==> config.mk <==
export PLATFORM = sky130hd
export DESIGN_NAME = restador_bcd_serial
export DESIGN_NICKNAME = d
export VERILOG_FILES = /design/src/rtl/bcd_pkg.sv /design/src/rtl/complemento_9_BCD.sv /design/src/rtl/sumador_bcd_digito.sv /design/src/rtl/restador_bcd_serial.sv
export SDC_FILE = /design/constraint.sdc
export NUM_CORES = 1
export LEC_CHECK = 0
export CAP_MARGIN = 20
export CORE_MARGIN = 2
export CORE_UTILIZATION = 56
export DETAILED_ROUTE_END_ITERATION = 10
export HOLD_SLACK_MARGIN = 0.12
export PLACE_DENSITY = 0.85
export SLEW_MARGIN = 10
export SYNTH_ARGS = -nofsm -noshare
export SYNTH_HDL_FRONTEND = slang
export SYNTH_SLANG_ARGS = --single-unit
==> constraint.sdc <==
create_clock -name clk -period 9.6 [get_ports clk]
set_clock_uncertainty 0.15 [all_clocks]
set_input_delay 1.92 -clock clk [delete_from_list [all_inputs] [get_ports clk]]
set_output_delay 1.92 -clock clk [all_outputs]
set_load 0.005 [all_outputs]
==> src/rtl/bcd_pkg.sv <==
// Shared definitions for the digit-serial BCD subtractor.
//   estado_t      : controller state encoding
//   NUEVE         : largest valid BCD digit, also the 9's-complement base
//   DIGITOS_DEF   : default operand width in BCD digits
//   digito_valido : true when a nibble is a legal BCD digit
package bcd_pkg;

    localparam int         DIGITOS_DEF = 4;
    localparam logic [3:0] NUEVE       = 4'd9;

    typedef enum logic [1:0] {
        REPOSO  = 2'd0,
        CALCULA = 2'd1,
        CORRIGE = 2'd2,
        FIN     = 2'd3
    } estado_t;

    function automatic logic digito_valido(input logic [3:0] d);
        return (d <= NUEVE);
    endfunction

endpackage

==> src/rtl/complemento_9_BCD.sv <==
// Per-digit 9's-complement cell: c_o = 9 - d_i.
//   d_i : BCD digit (only 0..9 is meaningful)
//   c_o : its 9's complement
module complemento_9_BCD
    import bcd_pkg::*;
(
    input  logic [3:0] d_i,
    output logic [3:0] c_o
);

    assign c_o = NUEVE - d_i;

endmodule

==> src/rtl/sumador_bcd_digito.sv <==
// Combinational one-digit BCD adder with decimal carry.
//   x_i, y_i : BCD digits (0..9)
//   cin_i    : carry in
//   s_o      : BCD sum digit
//   cout_o   : decimal carry out (sum exceeded 9)
module sumador_bcd_digito (
    input  logic [3:0] x_i,
    input  logic [3:0] y_i,
    input  logic       cin_i,
    output logic [3:0] s_o,
    output logic       cout_o
);

    logic [4:0] suma;
    logic [3:0] ajustada;

    assign suma     = {1'b0, x_i} + {1'b0, y_i} + {4'b0000, cin_i};
    // suma is at most 19, so the low nibble minus 10 (mod 16) is exactly suma - 10.
    assign ajustada = suma[3:0] - 4'd10;
    assign cout_o   = (suma > 5'd9);
    assign s_o      = cout_o ? ajustada : suma[3:0];

endmodule

==> src/rtl/restador_bcd_serial.sv <==
// Digit-serial BCD subtractor: resultado = |A - B|, LSD first, one digit per clock.
//   clk, rst  : clock, synchronous active-high reset
//   start     : request, honoured only while idle
//   A, B      : packed BCD operands, digit 0 in bits [3:0]
//   resultado : packed BCD magnitude
//   negativo  : A < B
//   error     : an operand digit was > 9
//   ocupado   : computing (CALCULA or CORRIGE)
//   listo     : one-cycle completion pulse
//
// state   | meaning
// REPOSO  | idle, waiting for start
// CALCULA | A + 9's(B) + carry, one digit per cycle
// CORRIGE | negative result: 10's complement of resultado back to magnitude
// FIN     | listo pulse, then back to REPOSO
module restador_bcd_serial
    import bcd_pkg::*;
#(
    parameter int DIGITOS = DIGITOS_DEF
) (
    input  logic                   clk,
    input  logic                   rst,
    input  logic                   start,
    input  logic [4*DIGITOS-1:0]   A,
    input  logic [4*DIGITOS-1:0]   B,
    output logic [4*DIGITOS-1:0]   resultado,
    output logic                   negativo,
    output logic                   error,
    output logic                   ocupado,
    output logic                   listo
);

    localparam int             IW      = (DIGITOS > 1) ? $clog2(DIGITOS) : 1;
    localparam logic [IW-1:0]  ULTIMO  = IW'(DIGITOS - 1);

    estado_t                     estado_q, estado_d;
    logic [IW-1:0]               idx_q, idx_d;
    logic                        carry_q, carry_d;
    logic                        neg_q, neg_d;
    logic                        err_q, err_d;
    logic [DIGITOS-1:0][3:0]     a_q, a_d;
    logic [DIGITOS-1:0][3:0]     b_q, b_d;
    logic [DIGITOS-1:0][3:0]     res_q, res_d;

    logic [3:0] sum_x, comp_in, comp_out, sum_s;
    logic       sum_cout;
    logic       operandos_ok;

    // CORRIGE reuses the adder as 0 + 9's(resultado) + carry.
    always_comb begin
        if (estado_q == CORRIGE) begin
            sum_x   = 4'd0;
            comp_in = res_q[idx_q];
        end else begin
            sum_x   = a_q[idx_q];
            comp_in = b_q[idx_q];
        end
    end

    complemento_9_BCD u_comp (
        .d_i (comp_in),
        .c_o (comp_out)
    );

    sumador_bcd_digito u_sum (
        .x_i    (sum_x),
        .y_i    (comp_out),
        .cin_i  (carry_q),
        .s_o    (sum_s),
        .cout_o (sum_cout)
    );

    always_comb begin
        operandos_ok = 1'b1;
        for (int i = 0; i < DIGITOS; i++) begin
            if (!digito_valido(A[4*i +: 4]) || !digito_valido(B[4*i +: 4])) begin
                operandos_ok = 1'b0;
            end
        end
    end

    always_comb begin
        estado_d = estado_q;
        idx_d    = idx_q;
        carry_d  = carry_q;
        neg_d    = neg_q;
        err_d    = err_q;
        a_d      = a_q;
        b_d      = b_q;
        res_d    = res_q;

        case (estado_q)
            REPOSO: begin
                if (start) begin
                    a_d      = A;
                    b_d      = B;
                    res_d    = '0;
                    neg_d    = 1'b0;
                    err_d    = !operandos_ok;
                    idx_d    = '0;
                    carry_d  = 1'b1;
                    estado_d = CALCULA;
                end
            end
            CALCULA: begin
                // Invalid operands: leave resultado cleared and finish straight away.
                if (err_q) begin
                    estado_d = FIN;
                end else begin
                    res_d[idx_q] = sum_s;
                    carry_d      = sum_cout;
                    if (idx_q == ULTIMO) begin
                        if (sum_cout) begin
                            neg_d    = 1'b0;
                            estado_d = FIN;
                        end else begin
                            neg_d    = 1'b1;
                            idx_d    = '0;
                            carry_d  = 1'b1;
                            estado_d = CORRIGE;
                        end
                    end else begin
                        idx_d = idx_q + IW'(1);
                    end
                end
            end
            CORRIGE: begin
                res_d[idx_q] = sum_s;
                carry_d      = sum_cout;
                if (idx_q == ULTIMO) begin
                    idx_d    = '0;
                    estado_d = FIN;
                end else begin
                    idx_d = idx_q + IW'(1);
                end
            end
            FIN: begin
                estado_d = REPOSO;
            end
            default: begin
                estado_d = REPOSO;
            end
        endcase
    end

    always_ff @(posedge clk) begin
        if (rst) begin
            estado_q <= REPOSO;
            idx_q    <= '0;
            carry_q  <= 1'b0;
            neg_q    <= 1'b0;
            err_q    <= 1'b0;
            a_q      <= '0;
            b_q      <= '0;
            res_q    <= '0;
        end else begin
            estado_q <= estado_d;
            idx_q    <= idx_d;
            carry_q  <= carry_d;
            neg_q    <= neg_d;
            err_q    <= err_d;
            a_q      <= a_d;
            b_q      <= b_d;
            res_q    <= res_d;
        end
    end

    assign resultado = res_q;
    assign negativo  = neg_q;
    assign error     = err_q;
    assign ocupado   = (estado_q == CALCULA) || (estado_q == CORRIGE);
    assign listo     = (estado_q == FIN);

endmodule

==> results by stage <==
Cells and area:
- The post-route netlist has a little under a tenth of its cells at a drive strength greater than 1.
- 0 antenna diodes ended up in the layout.
- The layout has 396 filler cells.
- The number of nets in the layout is ~420.
- From synthesis to final layout, the design area changed by 24.66%.

GRT:
- The pin count of the biggest net entering global routing is 50.
- The number of global-route vias before repair was about 2,500.
- The first global-routing pass estimated 11,170 um of wire.
- For this run the aggregate overflow at the end of global routing stands at 0.
- The number of antenna violations at the first check in global routing is 0.
- In the global route stage, overall resource usage came out at about 26%.

Timing:
- The maximum frequency from static timing analysis is around 0.24 GHz.
- The transition time at the pin with the least slew margin is 0.9142 ns.
- The total negative setup slack is 0 ns.
- The number of slew-limit violations in the final report was 0.
- Setup repair after global routing left no endpoint under its margin.
- The shortest period the worst path allows is roughly 4.1 ns.
- The tightest hold margin is around 0.31 ns.
- After layout, the worst setup slack is ~5.5 ns.
- Setup violations remaining at the end of the flow were counted as 0.
- The worst pin sits at a relative slew slack of 38.97%.
- The fraction of the cycle the final worst path needs is 42.96%.
- The count of final hold-check violations is 0.

Logic synthesis:
- Synthesis inferred between 50 and 60 register bits.
- Summed over its instances, the top area cell type makes up 38.34% of the synthesized netlist area.
- The synthesized design spends more area on one cell type than any other, namely dfxtp_1.
- The post-synthesis area per instance is ~8.9 um^2.
- The number of warnings printed during yosys synthesis is 0.
- Counting flops with a built-in enable in the synthesized netlist gives 0.
- The gate count after technology mapping is around 320.
- For this run, the register share of the synthesized area comes to a little under two fifths.
- Counting flops with an async set or reset pin after synthesis yields a share of 0%.
- After synthesis, the cell types taking the most area are dfxtp_1 (38%), nand2_1 (9.5%), mux4_2 (9.4%).
- The most used flip-flop cell after synthesis is dfxtp_1.
- The cell area that synthesis handed to floorplanning was approximately 2900 um^2.
- The synthesized net count is roughly 370.
- The count of cell types in the netlist is 36.

Floorplan:
- The count of pins on the block boundary is 55.
- The die covers 5716 um^2.
- The die is 75.61 um wide.
- The starting density of the core is 56.95%.
- The core box area is roughly 5000 um^2.
- The die is roughly 76 um tall.
- The number of placement rows is 26.

Routing:
- In this run the remaining antenna-violating nets after routing total 0.
- Dividing the detail-routed wire length by the instance count gives around 15 um.
- The final layout contains routed wiring with a total length of 6614 um.
- Summing over every cut layer, the via total after detailed routing is around 2,500.
- After detailed routing, the number of remaining DRC violations is 0.
- Dividing the detail-routed via count by the number of cells gives 5.755.
- The number of iterations in the first detailed-routing pass is 4.
- The DRC marker count from the first detailed-route iteration is between 150 and 200.

Critical path:
- The critical path required time is just under 10 ns.
- Measured in cells, the most critical reg-to-reg path has a length of 10.
- By startpoint and endpoint, the worst setup path is classified as register to register.
- The worst setup path is captured at a register.
- The reg-to-reg setup timing slack is between 5 and 6 ns.
- In this run the worst setup path begins at idx_q[0].
- The capturing instance or port of the critical path is resultado[2].
- The worst reg2reg path startpoint is idx_q[0].
- Data on the critical path arrives at its endpoint at between 4 and 5 ns.
- The worst setup path is launched from a register.
- The highest fanout seen on the critical path is 17.
- The critical register-to-register path endpoint is resultado[2].

Clock network:
- The clock drives between 50 and 60 sinks.
- The CTS clock-pin slew for the worst setup and hold paths is about 0.090 ns.
- The buffer count from post-CTS setup fixing is 0.
- The clock passes through at most 2 buffers.
- TritonCTS built the clock tree.
- The H-tree depth reported by CTS is 2.
- The clock latency at the later pin of the worst-skew pair is slightly above 0.3 ns.
- The cell at the root of the clock tree is clkbuf_8.
- TritonCTS created 5 clock buffers.
- The quantity of gates resized following cts is 0.
- The number of buffers inserted by hold repair at cts is 0.

Placed design:
- OpenSTA, run right after detailed placement, puts the worst setup slack at 5.489 ns.
- The count of buffers added on input and output ports is 54.
- The routability congestion estimate from global placement is around 0.94.
- Once detailed placement completed, the half-perimeter wirelength came to around 4900 um.

Pwr:
- IR analysis of the VDD net gives a maximum drop of between 0.0001 and 0.00015 V.
- The total power per unit cell area is ~280 nW/um^2.
- Summed over all cells, the static leakage comes to roughly 0.0013 uW.

Min path:
- The startpoint identified for the worst hold timing path is b_q[11].
- In this run the worst hold path is classified as register to register.

Status:
- The flow ran to the end, and the final reports show no timing, DRC or antenna violations.

Run:
- The max-capacitance violation count is 0.
## worst max-delay path, cell delays in order (launching register included)
cell and delay, ns:
dfxtp_1 0.93, mux4_2 0.60, mux2_2 0.29, fa_1 0.38, inv_1 0.08, fa_1 0.46, inv_1 0.12, ha_1 0.26
or3_1 0.40, a31oi_4 0.23, a22o_1 0.15
## registers in the layout, indices dropped and copies added, names as in the netlist
signal     cells
a_q           16
b_q           16
resultado     16
estado_q       2
idx_q          2
carry_q        1
error          1
negativo       1
## where the power goes
part           internal (uW)  switching, uW
clock network           84.5           73.3
registers                270           45.8
logic                    232            297
total                    587            416
## layout make-up
type | count | area [um^2] | share of cell area (%)
flip-flops and latches | 55 | 1101 | 30.76
inverters | 10 | 37.54 | 1.049
repair buffers | 57 | 578.1 | 16.15
multi-input cells | 237 | 1658 | 46.31
clock inverters | 2 | 35.03 | 0.9787
clock buffers | 6 | 82.58 | 2.307
well taps | 70 | 87.58 | 2.447
## worst min-delay path by stage
stage          endpoint  slack, ns  cells after the start
4_1_cts          a_q[7]       0.31                      2
3_5_place_dp     a_q[7]       0.30                      2
3_3_place_gp     a_q[0]       0.29                      2
2_1_floorplan   a_q[11]       0.28                      2
6_report        b_q[11]       0.31                      2
5_1_grt         a_q[15]       0.33                      2
## through the flow
step / util (%) / total power (uW) / std cells / instance area (um^2)
2_1_floorplan: - / 697.0 / 321 / 2872
4_1_cts: 70.40 / 994.4 / 435 / 3550
3_5_place_dp: 68.06 / 834.7 / 427 / 3432
6_report: 70.99 / 1003 / 437 / 3580
3_3_place_gp: 68.06 / 809.2 / 427 / 3432
5_1_grt: 70.99 / 1087 / 437 / 3580
## cells in the mapped netlist (2+ instances only)
cell / instances
a211oi_1: 4
a21o_1: 2
a21oi_1: 39
a22o_1: 12
a22oi_1: 4
a31oi_1: 2
and2_1: 2
buf_2: 3
clkbuf_1: 15
dfxtp_1: 55
fa_1: 2
ha_1: 15
inv_1: 10
mux2_2: 7
mux2i_1: 5
mux4_2: 12
nand2_1: 73
nand2b_1: 4
nand3_1: 2
nor2_1: 12
nor2b_1: 5
nor3_1: 7
o21ai_0: 9
o22ai_1: 4
or3_1: 2
xnor2_1: 4
## layer usage
layer | vias up | GRT usage (%) | routed length [um]
met4 | 0 | 11.31 | 161
met3 | 22 | 5.423 | 361
li1 | 1224 | - | -
met2 | 92 | 43.96 | 3389
met5 | - | 0 | 0
met1 | 1177 | 30.93 | 2702
## kinds of logic (layout without fill, tap and decap cells)
| kind of cell | count (synthesis) | after routing | synth area share (%) |
|---|---|---|---|
| adder cells (fa/ha/maj) | 17 | 17 | 7.930 |
| buffers and inverters | 29 | 75 | 3.921 |
| multiplexers | 24 | 24 | 13.90 |
| flip-flops | 55 | 55 | 38.34 |
| AND/OR/NAND/NOR | 108 | 108 | 15.73 |
| XOR/XNOR | 4 | 4 | 1.220 |
| AO/OA/AOI/OAI | 84 | 84 | 18.95 |
## placed cells by master (no fill, tap or decap), types with 5 or more instances in the layout
master and n:
a21oi_1 39, a22o_1 12, clkbuf_8 6, clkdlybuf4s50_1 54, dfxtp_1 55, ha_1 15
inv_1 10, mux2_2 7, mux2i_1 5, mux4_2 12, nand2_1 73, nor2_1 12
nor2b_1 5, nor3_1 7, o21ai_0 9
Power figures use the tool's default switching activity.
